--- src/rtl/star_pickup_ctrl_pkg.sv ---
// Shared game definitions: pickup FSM states, screen bounds and the coordinate type.
package game_pkg;

  typedef enum logic [1:0] {
    ARMED        = 2'd0,
    HOLD         = 2'd1,
    WAIT_DESPAWN = 2'd2
  } pickup_state_t;

  localparam int X_MIN = 0;
  localparam int X_MAX = 639;
  localparam int Y_MIN = 0;
  localparam int Y_MAX = 479;

  typedef logic signed [10:0] coord_t;

endpackage

--- src/rtl/star_pickup_ctrl_if.sv ---
// Box geometry and score bus between the game logic and the pickup controller.
interface star_pickup_ctrl_if;
  import game_pkg::*;

  logic        clear_score;
  coord_t      PlayerX, PlayerY;
  logic [10:0] PlayerW, PlayerH;
  coord_t      StarX, StarY;
  logic [10:0] StarW, StarH;
  logic        starLive;
  logic        collect;
  logic        pickup_pulse;
  logic [2:0]  streak;
  logic [13:0] score;

  modport master (
    output clear_score, PlayerX, PlayerY, PlayerW, PlayerH,
    output StarX, StarY, StarW, StarH, starLive,
    input  collect, pickup_pulse, streak, score
  );

  modport slave (
    input  clear_score, PlayerX, PlayerY, PlayerW, PlayerH,
    input  StarX, StarY, StarW, StarH, starLive,
    output collect, pickup_pulse, streak, score
  );

endinterface

--- src/rtl/star_pickup_ctrl_overlap.sv ---
// Combinational axis-aligned overlap test between two signed boxes.
module box_overlap
  import game_pkg::*;
(
  input  coord_t      i_ax,
  input  coord_t      i_ay,
  input  logic [10:0] i_aw,
  input  logic [10:0] i_ah,
  input  coord_t      i_bx,
  input  coord_t      i_by,
  input  logic [10:0] i_bw,
  input  logic [10:0] i_bh,
  output logic        o_overlap
);

  // Edges are widened to 12 bits so a parked star at -100 cannot wrap.
  function automatic logic signed [11:0] sx12(coord_t v);
    return {v[10], v};
  endfunction

  function automatic logic signed [11:0] end12(coord_t v, logic [10:0] s);
    return sx12(v) + $signed({1'b0, s});
  endfunction

  logic w_nonzero;
  logic w_x_hit;
  logic w_y_hit;

  assign w_nonzero = (i_aw != '0) && (i_ah != '0) && (i_bw != '0) && (i_bh != '0);
  assign w_x_hit   = (sx12(i_bx) < end12(i_ax, i_aw)) && (sx12(i_ax) < end12(i_bx, i_bw));
  assign w_y_hit   = (sx12(i_by) < end12(i_ay, i_ah)) && (sx12(i_ay) < end12(i_by, i_bh));
  assign o_overlap = w_nonzero && w_x_hit && w_y_hit;

endmodule

--- src/rtl/star_pickup_ctrl.sv ---
// Per-frame star pickup detector: held collect pulse, pickup streak and saturating score.
module star_pickup_ctrl
  import game_pkg::*;
#(
  parameter int HOLD_FRAMES = 4,
  parameter int BASE_POINTS = 10,
  parameter int MAX_STREAK  = 7,
  parameter int SCORE_MAX   = 9999
)(
  input  logic                frame_clk,
  input  logic                Reset,
  star_pickup_ctrl_if.slave   bus
);

  pickup_state_t r_state;
  logic          r_collect;
  logic          r_pulse;
  logic [2:0]    r_streak;
  logic [13:0]   r_score;
  logic [3:0]    r_hold_cnt;
  logic          r_live_d;

  logic          w_overlap;
  logic          w_pickup;
  logic          w_expiry;

  box_overlap u_overlap (
    .i_ax      (bus.PlayerX),
    .i_ay      (bus.PlayerY),
    .i_aw      (bus.PlayerW),
    .i_ah      (bus.PlayerH),
    .i_bx      (bus.StarX),
    .i_by      (bus.StarY),
    .i_bw      (bus.StarW),
    .i_bh      (bus.StarH),
    .o_overlap (w_overlap)
  );

  function automatic logic [13:0] pickup_points(logic [2:0] s);
    logic [13:0] mult;
    mult = {11'b0, s} + 14'd1;
    return 14'(BASE_POINTS) * mult;
  endfunction

  function automatic logic [13:0] sat_score(logic [13:0] a, logic [13:0] b);
    logic [14:0] sum;
    sum = {1'b0, a} + {1'b0, b};
    return (sum > 15'(SCORE_MAX)) ? 14'(SCORE_MAX) : sum[13:0];
  endfunction

  function automatic logic [2:0] sat_streak(logic [2:0] s);
    return (s >= 3'(MAX_STREAK)) ? 3'(MAX_STREAK) : s + 3'd1;
  endfunction

  assign w_pickup = (r_state == ARMED) && bus.starLive && w_overlap;
  // A fall outside ARMED is the star despawning after our own pickup.
  assign w_expiry = (r_state == ARMED) && r_live_d && !bus.starLive;

  always_ff @(posedge frame_clk or posedge Reset) begin
    if (Reset) begin
      r_state    <= ARMED;
      r_collect  <= 1'b0;
      r_pulse    <= 1'b0;
      r_streak   <= '0;
      r_score    <= '0;
      r_hold_cnt <= '0;
      r_live_d   <= 1'b0;
    end else begin
      r_live_d <= bus.starLive;
      r_pulse  <= 1'b0;
      case (r_state)
        ARMED: begin
          if (w_pickup) begin
            r_state    <= HOLD;
            r_collect  <= 1'b1;
            r_pulse    <= 1'b1;
            r_hold_cnt <= 4'(HOLD_FRAMES - 1);
            r_score    <= sat_score(r_score, pickup_points(r_streak));
            r_streak   <= sat_streak(r_streak);
          end else if (w_expiry) begin
            r_streak <= '0;
          end
        end
        HOLD: begin
          if (r_hold_cnt == '0) begin
            r_collect <= 1'b0;
            r_state   <= WAIT_DESPAWN;
          end else begin
            r_hold_cnt <= r_hold_cnt - 4'd1;
          end
        end
        WAIT_DESPAWN: begin
          if (!bus.starLive) r_state <= ARMED;
        end
        default: r_state <= ARMED;
      endcase
      if (bus.clear_score) begin
        r_score  <= '0;
        r_streak <= '0;
      end
    end
  end

  assign bus.collect      = r_collect;
  assign bus.pickup_pulse = r_pulse;
  assign bus.streak       = r_streak;
  assign bus.score        = r_score;

endmodule

--- src/flat_wrapper.sv ---
// flat-port wrapper written by rule: the top's interface ports become plain ports
module star_pickup_ctrl_flat import game_pkg::*;
#(
  parameter int HOLD_FRAMES = 4,
  parameter int BASE_POINTS = 10,
  parameter int MAX_STREAK  = 7,
  parameter int SCORE_MAX   = 9999
)
  (frame_clk, Reset, bus_clear_score, bus_PlayerX, bus_PlayerY, bus_PlayerW, bus_PlayerH, bus_StarX, bus_StarY, bus_StarW, bus_StarH, bus_starLive, bus_collect, bus_pickup_pulse, bus_streak, bus_score);
  star_pickup_ctrl_if bus_i ();
  input  logic frame_clk;
  input  logic Reset;
  input wire logic [$bits(bus_i.clear_score)-1:0] bus_clear_score;
  input wire logic [$bits(bus_i.PlayerX)-1:0] bus_PlayerX;
  input wire logic [$bits(bus_i.PlayerY)-1:0] bus_PlayerY;
  input wire logic [$bits(bus_i.PlayerW)-1:0] bus_PlayerW;
  input wire logic [$bits(bus_i.PlayerH)-1:0] bus_PlayerH;
  input wire logic [$bits(bus_i.StarX)-1:0] bus_StarX;
  input wire logic [$bits(bus_i.StarY)-1:0] bus_StarY;
  input wire logic [$bits(bus_i.StarW)-1:0] bus_StarW;
  input wire logic [$bits(bus_i.StarH)-1:0] bus_StarH;
  input wire logic [$bits(bus_i.starLive)-1:0] bus_starLive;
  output wire logic [$bits(bus_i.collect)-1:0] bus_collect;
  output wire logic [$bits(bus_i.pickup_pulse)-1:0] bus_pickup_pulse;
  output wire logic [$bits(bus_i.streak)-1:0] bus_streak;
  output wire logic [$bits(bus_i.score)-1:0] bus_score;
  assign bus_i.clear_score = bus_clear_score;
  assign bus_i.PlayerX = bus_PlayerX;
  assign bus_i.PlayerY = bus_PlayerY;
  assign bus_i.PlayerW = bus_PlayerW;
  assign bus_i.PlayerH = bus_PlayerH;
  assign bus_i.StarX = bus_StarX;
  assign bus_i.StarY = bus_StarY;
  assign bus_i.StarW = bus_StarW;
  assign bus_i.StarH = bus_StarH;
  assign bus_i.starLive = bus_starLive;
  assign bus_collect = bus_i.collect;
  assign bus_pickup_pulse = bus_i.pickup_pulse;
  assign bus_streak = bus_i.streak;
  assign bus_score = bus_i.score;
  star_pickup_ctrl #(.HOLD_FRAMES(HOLD_FRAMES), .BASE_POINTS(BASE_POINTS), .MAX_STREAK(MAX_STREAK), .SCORE_MAX(SCORE_MAX)) u_core (.frame_clk(frame_clk), .Reset(Reset), .bus(bus_i));
endmodule
--- config.mk ---
export PLATFORM = sky130hd
export DESIGN_NAME = star_pickup_ctrl_flat
export DESIGN_NICKNAME = d
export VERILOG_FILES = /design/src/rtl/star_pickup_ctrl_pkg.sv /design/src/rtl/star_pickup_ctrl_if.sv /design/src/rtl/star_pickup_ctrl_overlap.sv /design/src/rtl/star_pickup_ctrl.sv /design/src/flat_wrapper.sv
export SDC_FILE = /design/constraint.sdc
export NUM_CORES = 1
export LEC_CHECK = 0
export CORE_ASPECT_RATIO = 1.75
export CORE_MARGIN = 2
export CORE_UTILIZATION = 40
export DETAILED_ROUTE_END_ITERATION = 7
export GPL_TIMING_DRIVEN = 0
export PLACE_DENSITY = 0.71
export SLEW_MARGIN = 20
export SYNTH_ARGS = -nofsm -noshare
export SYNTH_HDL_FRONTEND = slang
export SYNTH_SLANG_ARGS = --single-unit
--- constraint.sdc ---
create_clock -name frame_clk -period 9.7 [get_ports frame_clk]
set_input_delay 1.455 -clock frame_clk [delete_from_list [all_inputs] [get_ports frame_clk]]
set_output_delay 1.455 -clock frame_clk [all_outputs]
set_load 0.01 [all_outputs]
==> impl.org, run 1 <==
** Outcome
- The flow ran to the end, and the final reports show no timing, DRC or antenna violations.

** Worst setup path
- STA classifies the critical path endpoint as a register.
- End of the worst register-to-register path :: u_core.bus.score[11]
- Maximum single-stage delay on the critical path :: 0.44 ns
- Element type at the critical path start :: primary input
- CP Cell Sequence :: clkdlybuf4s50_1, ha_1, fa_1, a21o_1, a21oi_1, o21bai_1, a21oi_1, o21ai_0, a21o_1, a21oi_1, xor2_1, ha_1, nand3_1, a41oi_1, a2111o_1, nor4_2, nand3b_1, or3_1, clkbuf_1, buf_2, clkbuf_1, a32o_1
- The worst register-to-register path has a setup slack of 5.53 ns.
- At the worst endpoint, the required time is 9.84 ns.
- The critical path in this run is classified as in2reg.
- Reg2reg start :: u_core.bus.streak[0]
- FF-to-FF path depth :: 14
- The slowest stage of the critical path belongs to the cell sky130_fd_sc_hd__clkdlybuf4s50_1.
- Along the worst path, the maximum fanout reaches 10.
- Most prevalent standard cell on the critical path :: sky130_fd_sc_hd__a21oi_1
- The cell family contributing the most delay on the critical path is compound AO/OA/AOI/OAI gates.
- The number of buffers and inverters on the critical path is 4.
- For the worst setup path, the data arrival time is 6.75 ns.

** Clocking
- Counting along the longest clock path gives a buffer depth of 2.
- Once the clock tree was built, the setup fixing pass inserted 0 buffers.
- H-tree depth reported by CTS :: 1
- Root cell of the clock tree :: sky130_fd_sc_hd__clkbuf_16
- CTS saw 26 sinks.
- Number of instances resized during post-cts repair :: 0
- Worst-skew pair later-pin latency :: 0.26 ns
- CTS hold repair buffers :: 0
- Clock-pin slew was measured on the worst setup and hold paths at 0.06 ns.
- Cts bufs inserted :: 3
- Clock tree from TritonCTS :: built

** Placed design
- Total placed cells including tap cells :: 812
- The HPWL after detailed placement is 12,100 µm.
- Final weighted congestion of routability-driven global placement :: 0.889
- During placement, the flow inserted port buffers numbering 109.
- Area of placed instances :: 0.00600 mm²

** Synthesis
- The synthesized design contains 0 enable-type register cells.
- For this run, the number of Yosys warnings is 0.
- Area of the mapped netlist :: 0.00474 mm²
- The number of nets handed over by synthesis was 769.
- Synth cell count leaders :: sky130_fd_sc_hd__ha_1 (104), sky130_fd_sc_hd__a21oi_1 (49), sky130_fd_sc_hd__nand2_1 (39)
- The synthesized design contains 26 register bits.
- The average instance in the mapped netlist occupies 8.34 µm².
- Unique masters post-synth :: 68
- Proportion of netlist area held by the largest area contributor :: 0.275
- Synth top area cells :: sky130_fd_sc_hd__ha_1 (27%), sky130_fd_sc_hd__dfrtp_1 (14%), sky130_fd_sc_hd__a21oi_1 (5.2%)
- Fraction of registers with async set/reset :: 1.00
- Dominant cell type by area after synthesis :: sky130_fd_sc_hd__ha_1
- Sequential fraction of the synthesis area :: 0.137
- Most used DFF post-synth :: sky130_fd_sc_hd__dfrtp_1
- In the post-synthesis netlist, the cell with the most instances is sky130_fd_sc_hd__ha_1.
- Counting every instance in the synthesized netlist gives 568.

** GRT
- Overall fraction of global-route tracks in use :: 0.220
- Total congestion overflow after global routing :: 0
- The via count of the first global-routing pass is 4,960.
- Number of antenna violations at the first check in global routing :: 0
- Entering global routing, the biggest net connects 27 pins.
- Wire length of the first global-routing pass :: 22,900 µm

** Finish
- The final layout contains 883 nets.
- Number of fillers in the final layout :: 1,145
- In the final layout, the share of cells above drive strength 1 is 0.0368.
- Syn-to-layout area delta :: 28.3%
- Number of inserted diodes :: 0
- Count of non-filler cells in the finished layout :: 815
- Final instance area :: 0.00608 mm²

** Routing
- Vias/cell :: 5.88
- The final route contains 4,791 vias.
- For this run, design rule violations remaining after detail routing come to 0.
- Final routed wirelength across all metal layers :: 13,900 µm
- 1st-pass router iterations :: 4
- The detailed router finished its first iteration with 234 violations.
- Post-DRT Antenna Nets :: 0
- Dividing the detail-routed wire length by the instance count gives 17.0 µm.

** Timing
- Setup violations remaining at the end of the flow were counted as 0.
- Worst slew pin tran :: 0.958 ns
- Final hold violation count :: 0
- In this run the tightest slew margin relative to its limit is 0.357.
- Static timing analysis puts the maximum clock frequency at 151 MHz.
- Setup repair after global routing left no endpoint under its margin.
- The routed design could run at a clock period as short as 6.60 ns.
- Dividing the final minimum period by the clock period gives 0.681.
- Fin Setup TNS :: 0 ns
- Worst slack on hold paths :: 0.516 ns
- Count of pins over their slew limit :: 0
- Setup clock skew after layout :: 0.00235 ns

** Worst hold path
- The worst hold path terminates at u_core.bus.collect.
- WHS Path Cells :: 2
- Hold wc startpoint :: u_core.bus.collect
- The path class of the tightest hold or removal check is reg2reg.

** Floorplan
- The region available for standard cell placement spans 0.0116 mm².
- For this configuration, the core starts out at a cell density of 0.409.
- Number of placed I/O pins :: 111
- Die H :: 148 µm
- Number of core rows :: 52
- The die covers 0.0128 mm².
- From left edge to right edge, the die measures 86.3 µm.

** Flow run
- Max cap viols :: 0

** Pwr
- Summing internal, switching and leakage power gives 538 µW.
- Maximum vdd drop :: 0.0598 mV
- The analysis attributes to cell leakage a power of 2.67 nW.
- P per Cell Area :: 88.5 mW/mm²
## worst max path at each step
stage / cells past startpoint / slack [ns] / end / from
6_report: 22 / 3.10 / u_core.bus.score[4] / bus_PlayerW[0]
2_1_floorplan: 21 / 4.03 / u_core.bus.score[4] / bus_PlayerW[0]
4_1_cts: 22 / 3.10 / u_core.bus.score[4] / bus_PlayerW[0]
3_3_place_gp: 22 / 2.93 / u_core.bus.score[4] / bus_PlayerW[0]
5_1_grt: 22 / 2.62 / u_core.bus.score[5] / bus_PlayerW[0]
3_5_place_dp: 22 / 2.86 / u_core.bus.score[4] / bus_PlayerW[0]
## cell families after synthesis
| family | after synthesis | share of synthesized area |
|---|---|---|
| fa+ha+maj | 109 | 0.296 |
| flops | 26 | 0.137 |
| buf+inv | 38 | 0.0320 |
| xor+xnor | 46 | 0.0850 |
| mux | 7 | 0.0156 |
| simple gates | 178 | 0.196 |
| compound gates | 164 | 0.238 |
## worst reg2reg max path, cell delays in order (launching register included)
cell                        delay (ns)
sky130_fd_sc_hd__dfrtp_1          0.42
sky130_fd_sc_hd__ha_1             0.22
sky130_fd_sc_hd__ha_1             0.33
sky130_fd_sc_hd__ha_1             0.20
sky130_fd_sc_hd__ha_1             0.20
sky130_fd_sc_hd__xor2_1           0.15
sky130_fd_sc_hd__ha_1             0.27
sky130_fd_sc_hd__clkbuf_1         0.20
sky130_fd_sc_hd__or4_4            0.45
sky130_fd_sc_hd__a21oi_2          0.16
sky130_fd_sc_hd__o21ai_0          0.12
sky130_fd_sc_hd__a311o_1          0.37
sky130_fd_sc_hd__or4_4            0.44
sky130_fd_sc_hd__and3b_4          0.24
sky130_fd_sc_hd__a2111oi_4        0.31
## metal layers
layer	GRT usage	wire length, µm
met1	0.229	5120
met4	0.112	706
met3	0.0145	370
met2	0.427	7670
met5	0	0
## area by class of cell
class,instances,area (µm²),area share
well taps,135,169,0.0278
repair buffers,109,1090,0.179
clock buffers,3,75.1,0.0124
flip-flops and latches,26,651,0.107
inverters,28,105,0.0173
plain buffers,10,46.3,0.00762
multi-input cells,504,3940,0.648
## placed cells by master (no fill, tap or decap), types with 10 or more instances in the layout
master / n
sky130_fd_sc_hd__a21o_1: 20
sky130_fd_sc_hd__a21oi_1: 49
sky130_fd_sc_hd__clkdlybuf4s50_1: 109
sky130_fd_sc_hd__dfrtp_1: 26
sky130_fd_sc_hd__ha_1: 104
sky130_fd_sc_hd__inv_1: 27
sky130_fd_sc_hd__nand2_1: 39
sky130_fd_sc_hd__nand2b_1: 10
sky130_fd_sc_hd__nand3_1: 18
sky130_fd_sc_hd__nor2_1: 36
sky130_fd_sc_hd__nor3_1: 14
sky130_fd_sc_hd__nor4_1: 14
sky130_fd_sc_hd__o21ai_0: 27
sky130_fd_sc_hd__xnor2_1: 22
sky130_fd_sc_hd__xor2_1: 24
## registers in the layout, indices dropped and copies added (netlist names)
signal / flops
u_core.r_hold_cnt: 4
u_core.r_state: 2
u_core.bus.score: 14
u_core.bus.pickup_pulse: 1
u_core.r_live_d: 1
u_core.bus.streak: 3
u_core.bus.collect: 1
## power breakdown
| group | total [mW] | internal, mW | switching (mW) | leakage, nW |
|---|---|---|---|---|
| combinational | 0.316 | 0.152 | 0.164 | 2.29 |
| clock | 0.0898 | 0.0546 | 0.0353 | 0.0370 |
| sequential | 0.132 | 0.120 | 0.0117 | 0.340 |
## stage by stage
stage	setup WS, ns	util
after global routing	2.62	0.525
final	3.10	0.525
after floorplan	4.03	-
after CTS	3.10	0.524
after detailed placement	2.86	0.518
after global placement	2.93	0.518
No activity file was read; power rests on OpenSTA's default activity.
==> inputs of run 2 (changes only) <==
--- a/config.mk
+++ b/config.mk
@@ -10,7 +10,7 @@
 export CORE_UTILIZATION = 40
 export DETAILED_ROUTE_END_ITERATION = 7
 export GPL_TIMING_DRIVEN = 0
-export PLACE_DENSITY = 0.71
+export PLACE_DENSITY = 0.74
 export SLEW_MARGIN = 20
 export SYNTH_ARGS = -nofsm -noshare
 export SYNTH_HDL_FRONTEND = slang
==> constraint.sdc (replaced) <==
create_clock -name frame_clk -period 5.93 [get_ports frame_clk]
set_input_delay 0.8895 -clock frame_clk [delete_from_list [all_inputs] [get_ports frame_clk]]
set_output_delay 0.8895 -clock frame_clk [all_outputs]
set_load 0.01 [all_outputs]
==> run 2 against run 1 <==
Net effect:
- register-to-register slack worse by 3.8 ns
- via count grew 0.27%
- non-clock buffer count unchanged
- clock power is 120% higher
- largest cell class unchanged
- global-route usage down 0.58 points
- die area stayed put
- sequential power rose by 62%
- worst hold slack better by 0.021 ns
- cell count up 0.12%
==> impl.org, run 2 (synthesis results as in run 1) <==
** GRT
- In the global route stage, overall resource usage came out at 0.214.
- Wire length of the first global-routing pass :: 22,400 µm
- The via count of the first global-routing pass is 5,085.
- Number of antenna violations at the first check in global routing :: 0
- Entering global routing, the biggest net connects 27 pins.
- Total congestion overflow after global routing :: 0

** Timing
- Worst slew pin tran :: 0.941 ns
- Dividing the final minimum period by the clock period gives 0.943.
- Headroom to the max-slew limit :: 0.369
- Max Fclk :: 179 MHz
- Final Critical Period :: 5.59 ns
- Fin Setup TNS :: 0 ns
- The number of endpoints with negative hold slack in the final report came to 0.
- The clock arrives with 0.00499 ns of skew.
- Setup violations remaining at the end of the flow were counted as 0.
- Count of pins over their slew limit :: 0
- Setup repair after global routing missed its margin :: no

** Routing
- Per-cell routed wire length :: 16.9 µm
- Final routed wirelength across all metal layers :: 13,800 µm
- Vias/cell :: 5.89
- Initial DRC Count :: 210
- The pre-antenna-repair detailed-routing pass consisted of 6 iterations.
- Detailed routing inserted a total of 4,804 vias.
- Count of unresolved DRC violations after routing :: 0
- Post-DRT Antenna Nets :: 0

** Worst setup path
- The setup check on the worst reg-to-reg path leaves a slack of 1.69 ns.
- The signal on the critical path passes through clkdlybuf4s50_1, ha_1, fa_1, a21o_1, a21oi_2, o21bai_1, a21oi_2, o21ai_1, a21o_1, a21oi_1, xor2_1, ha_1, nand3_1, a41oi_1, a2111o_1, nor4_4, nand3b_1, or3_4, buf_4, a311oi_1, a21bo_1.
- The critical path contains buffers and inverters numbering 2 combined.
- Element type at the critical path start :: primary input
- For the worst setup path, the data required time is 6.09 ns.
- Critical-path cell with the highest stage delay :: sky130_fd_sc_hd__or3_4
- Reg2reg start :: u_core.bus.streak[1]
- End of the worst register-to-register path :: u_core.bus.score[11]
- The worst setup path is of the in2reg kind.
- Max Fanout on Critical Path :: 10
- FF-to-FF path depth :: 14
- Data on the critical path arrives at its endpoint at 5.75 ns.
- Maximum single-stage delay on the critical path :: 0.46 ns
- The kind of cell with the highest combined delay along the critical path is compound AO/OA/AOI/OAI gates.
- Critical path endpoint category :: register

** Worst hold path
- Worst Hold Class :: reg2reg
- The startpoint identified for the worst hold timing path is u_core.r_hold_cnt[1].
- WHS Path Cells :: 1
- The path with the worst hold slack has its endpoint at u_core.r_hold_cnt[1].

** Pwr
- Overall Power :: 923 µW
- Maximum vdd drop :: 0.149 mV
- Of the total power, the share spent switching nets is 0.371.
- Design internal power :: 580 µW
- Sequential group share of total power :: 0.232
- P_sw :: 342 µW
- The share of total power dissipated in combinational logic is 0.554.
- Clock power share :: 0.213
- P per Cell Area :: 150 mW/mm²
- Static Leak :: 2.70 nW

** Finish
- In the final layout, the share of cells above drive strength 1 is 0.0485.
- Leading cell type in the layout, fill and taps excluded :: sky130_fd_sc_hd__clkdlybuf4s50_1
- The net count of the finished layout is 883.
- Combined area of the multi-input logic cells :: 0.00397 mm²
- The sequential cells in the finished layout cover a total of 651 µm².
- Syn-to-layout area delta :: 29.7%
- After filler insertion, the fill cell instance count of the layout stands at 1,115.
- Most frequent cells in the layout :: sky130_fd_sc_hd__clkdlybuf4s50_1 (109), sky130_fd_sc_hd__ha_1 (104), sky130_fd_sc_hd__a21oi_1 (45), sky130_fd_sc_hd__nand2_1 (39), sky130_fd_sc_hd__nor2_1 (36)
- Flip-flop count of the largest register, all copies and words added :: 14
- Number of inserted diodes :: 0

** Clocking
- Root cell of the clock tree :: sky130_fd_sc_hd__clkbuf_16
- Total number of clock tree sinks :: 26
- Clock tree from TritonCTS :: built
- Clock latency on the worst-skew pair, taken at its later pin, is 0.26 ns.
- Cts bufs inserted :: 3
- No sink is reached through more buffers than the 2 on the longest clock path.
- H-tree depth reported by CTS :: 1
- After clock tree synthesis, the clock-pin slew on the worst setup and hold paths is 0.07 ns.

** Placed design
- Count of input and output buffers :: 109
- At the end of routability-driven placement, the weighted congestion stood at 0.862.
- Detailed placement finished with a half-perimeter wire length of 11,900 µm.

** Floorplan
- Width of the chip :: 86.3 µm
- Std-Cell Core Area :: 0.0116 mm²
- Initial core utilization :: 0.409
- Number of placed I/O pins :: 111
- The floorplan step set the die height to 148 µm.
- The die covers 0.0128 mm².
- After floorplanning, the core was divided into 52 placement rows.

** Flow run
- Max cap viols :: 0

** Outcome
- The flow ran to the end, and the final reports show no timing, DRC or antenna violations.
[run 2: per-stage QoR]
step | util | instance area, µm² | cells | hold slack [ns] | setup WS [ns]
3_3_place_gp | 0.518 | 6000 | 812 | 0.504 | -0.285
4_1_cts | 0.528 | 6110 | 816 | 0.540 | 0.0629
3_5_place_dp | 0.518 | 6000 | 812 | 0.525 | -0.330
5_1_grt | 0.531 | 6150 | 816 | 0.562 | 0.0389
2_1_floorplan | - | 4740 | 568 | 0.505 | 0.830
6_report | 0.531 | 6150 | 816 | 0.536 | 0.336
[run 2: repair_timing]
| action | CTS | global route |
|---|---|---|
| cloned | 0 | 0 |
| resized for setup | 3 | 9 |
| buffers inserted | 0 | 1 |
| pin swaps | 0 | 1 |
| endpoints found under the setup margin | 6 | 15 |
| hold buffers | 0 | 0 |
[run 2: final cells by class]
class	instances	share of cell area
clock inverters	1	0.00489
plain buffers	9	0.00753
repair buffers	110	0.179
multi-input cells	504	0.646
inverters	28	0.0171
clock buffers	3	0.0122
well taps	135	0.0275
flip-flops and latches	26	0.106
[run 2: worst max-delay path by stage]
stage	startpoint	to	slack, ns	cells past startpoint
2_1_floorplan	bus_PlayerW[0]	u_core.bus.score[4]	0.83	21
3_3_place_gp	bus_PlayerW[0]	u_core.bus.score[6]	-0.28	22
3_5_place_dp	bus_PlayerW[0]	u_core.bus.score[8]	-0.33	20
4_1_cts	bus_PlayerW[0]	u_core.bus.score[4]	0.06	22
5_1_grt	bus_PlayerW[0]	u_core.r_hold_cnt[0]	0.04	21
6_report	bus_PlayerW[0]	u_core.bus.score[10]	0.34	21
[run 2: routing by layer]
layer,vias up,part of all wire,track usage
met5,-,0,0
met4,0,0.038,0.0859
met3,33,0.038,0.0223
met2,129,0.57,0.447
met1,2273,0.35,0.200
li1,2369,-,-
[run 2: power groups by stage]
stage	sequential, mW	clock, mW	combinational (mW)
after global routing	0.217	0.208	0.576
after CTS	0.215	0.197	0.508
final	0.214	0.197	0.511
after global placement	0.217	0	0.481
after detailed placement	0.218	0	0.502
after floorplan	0.215	0	0.334
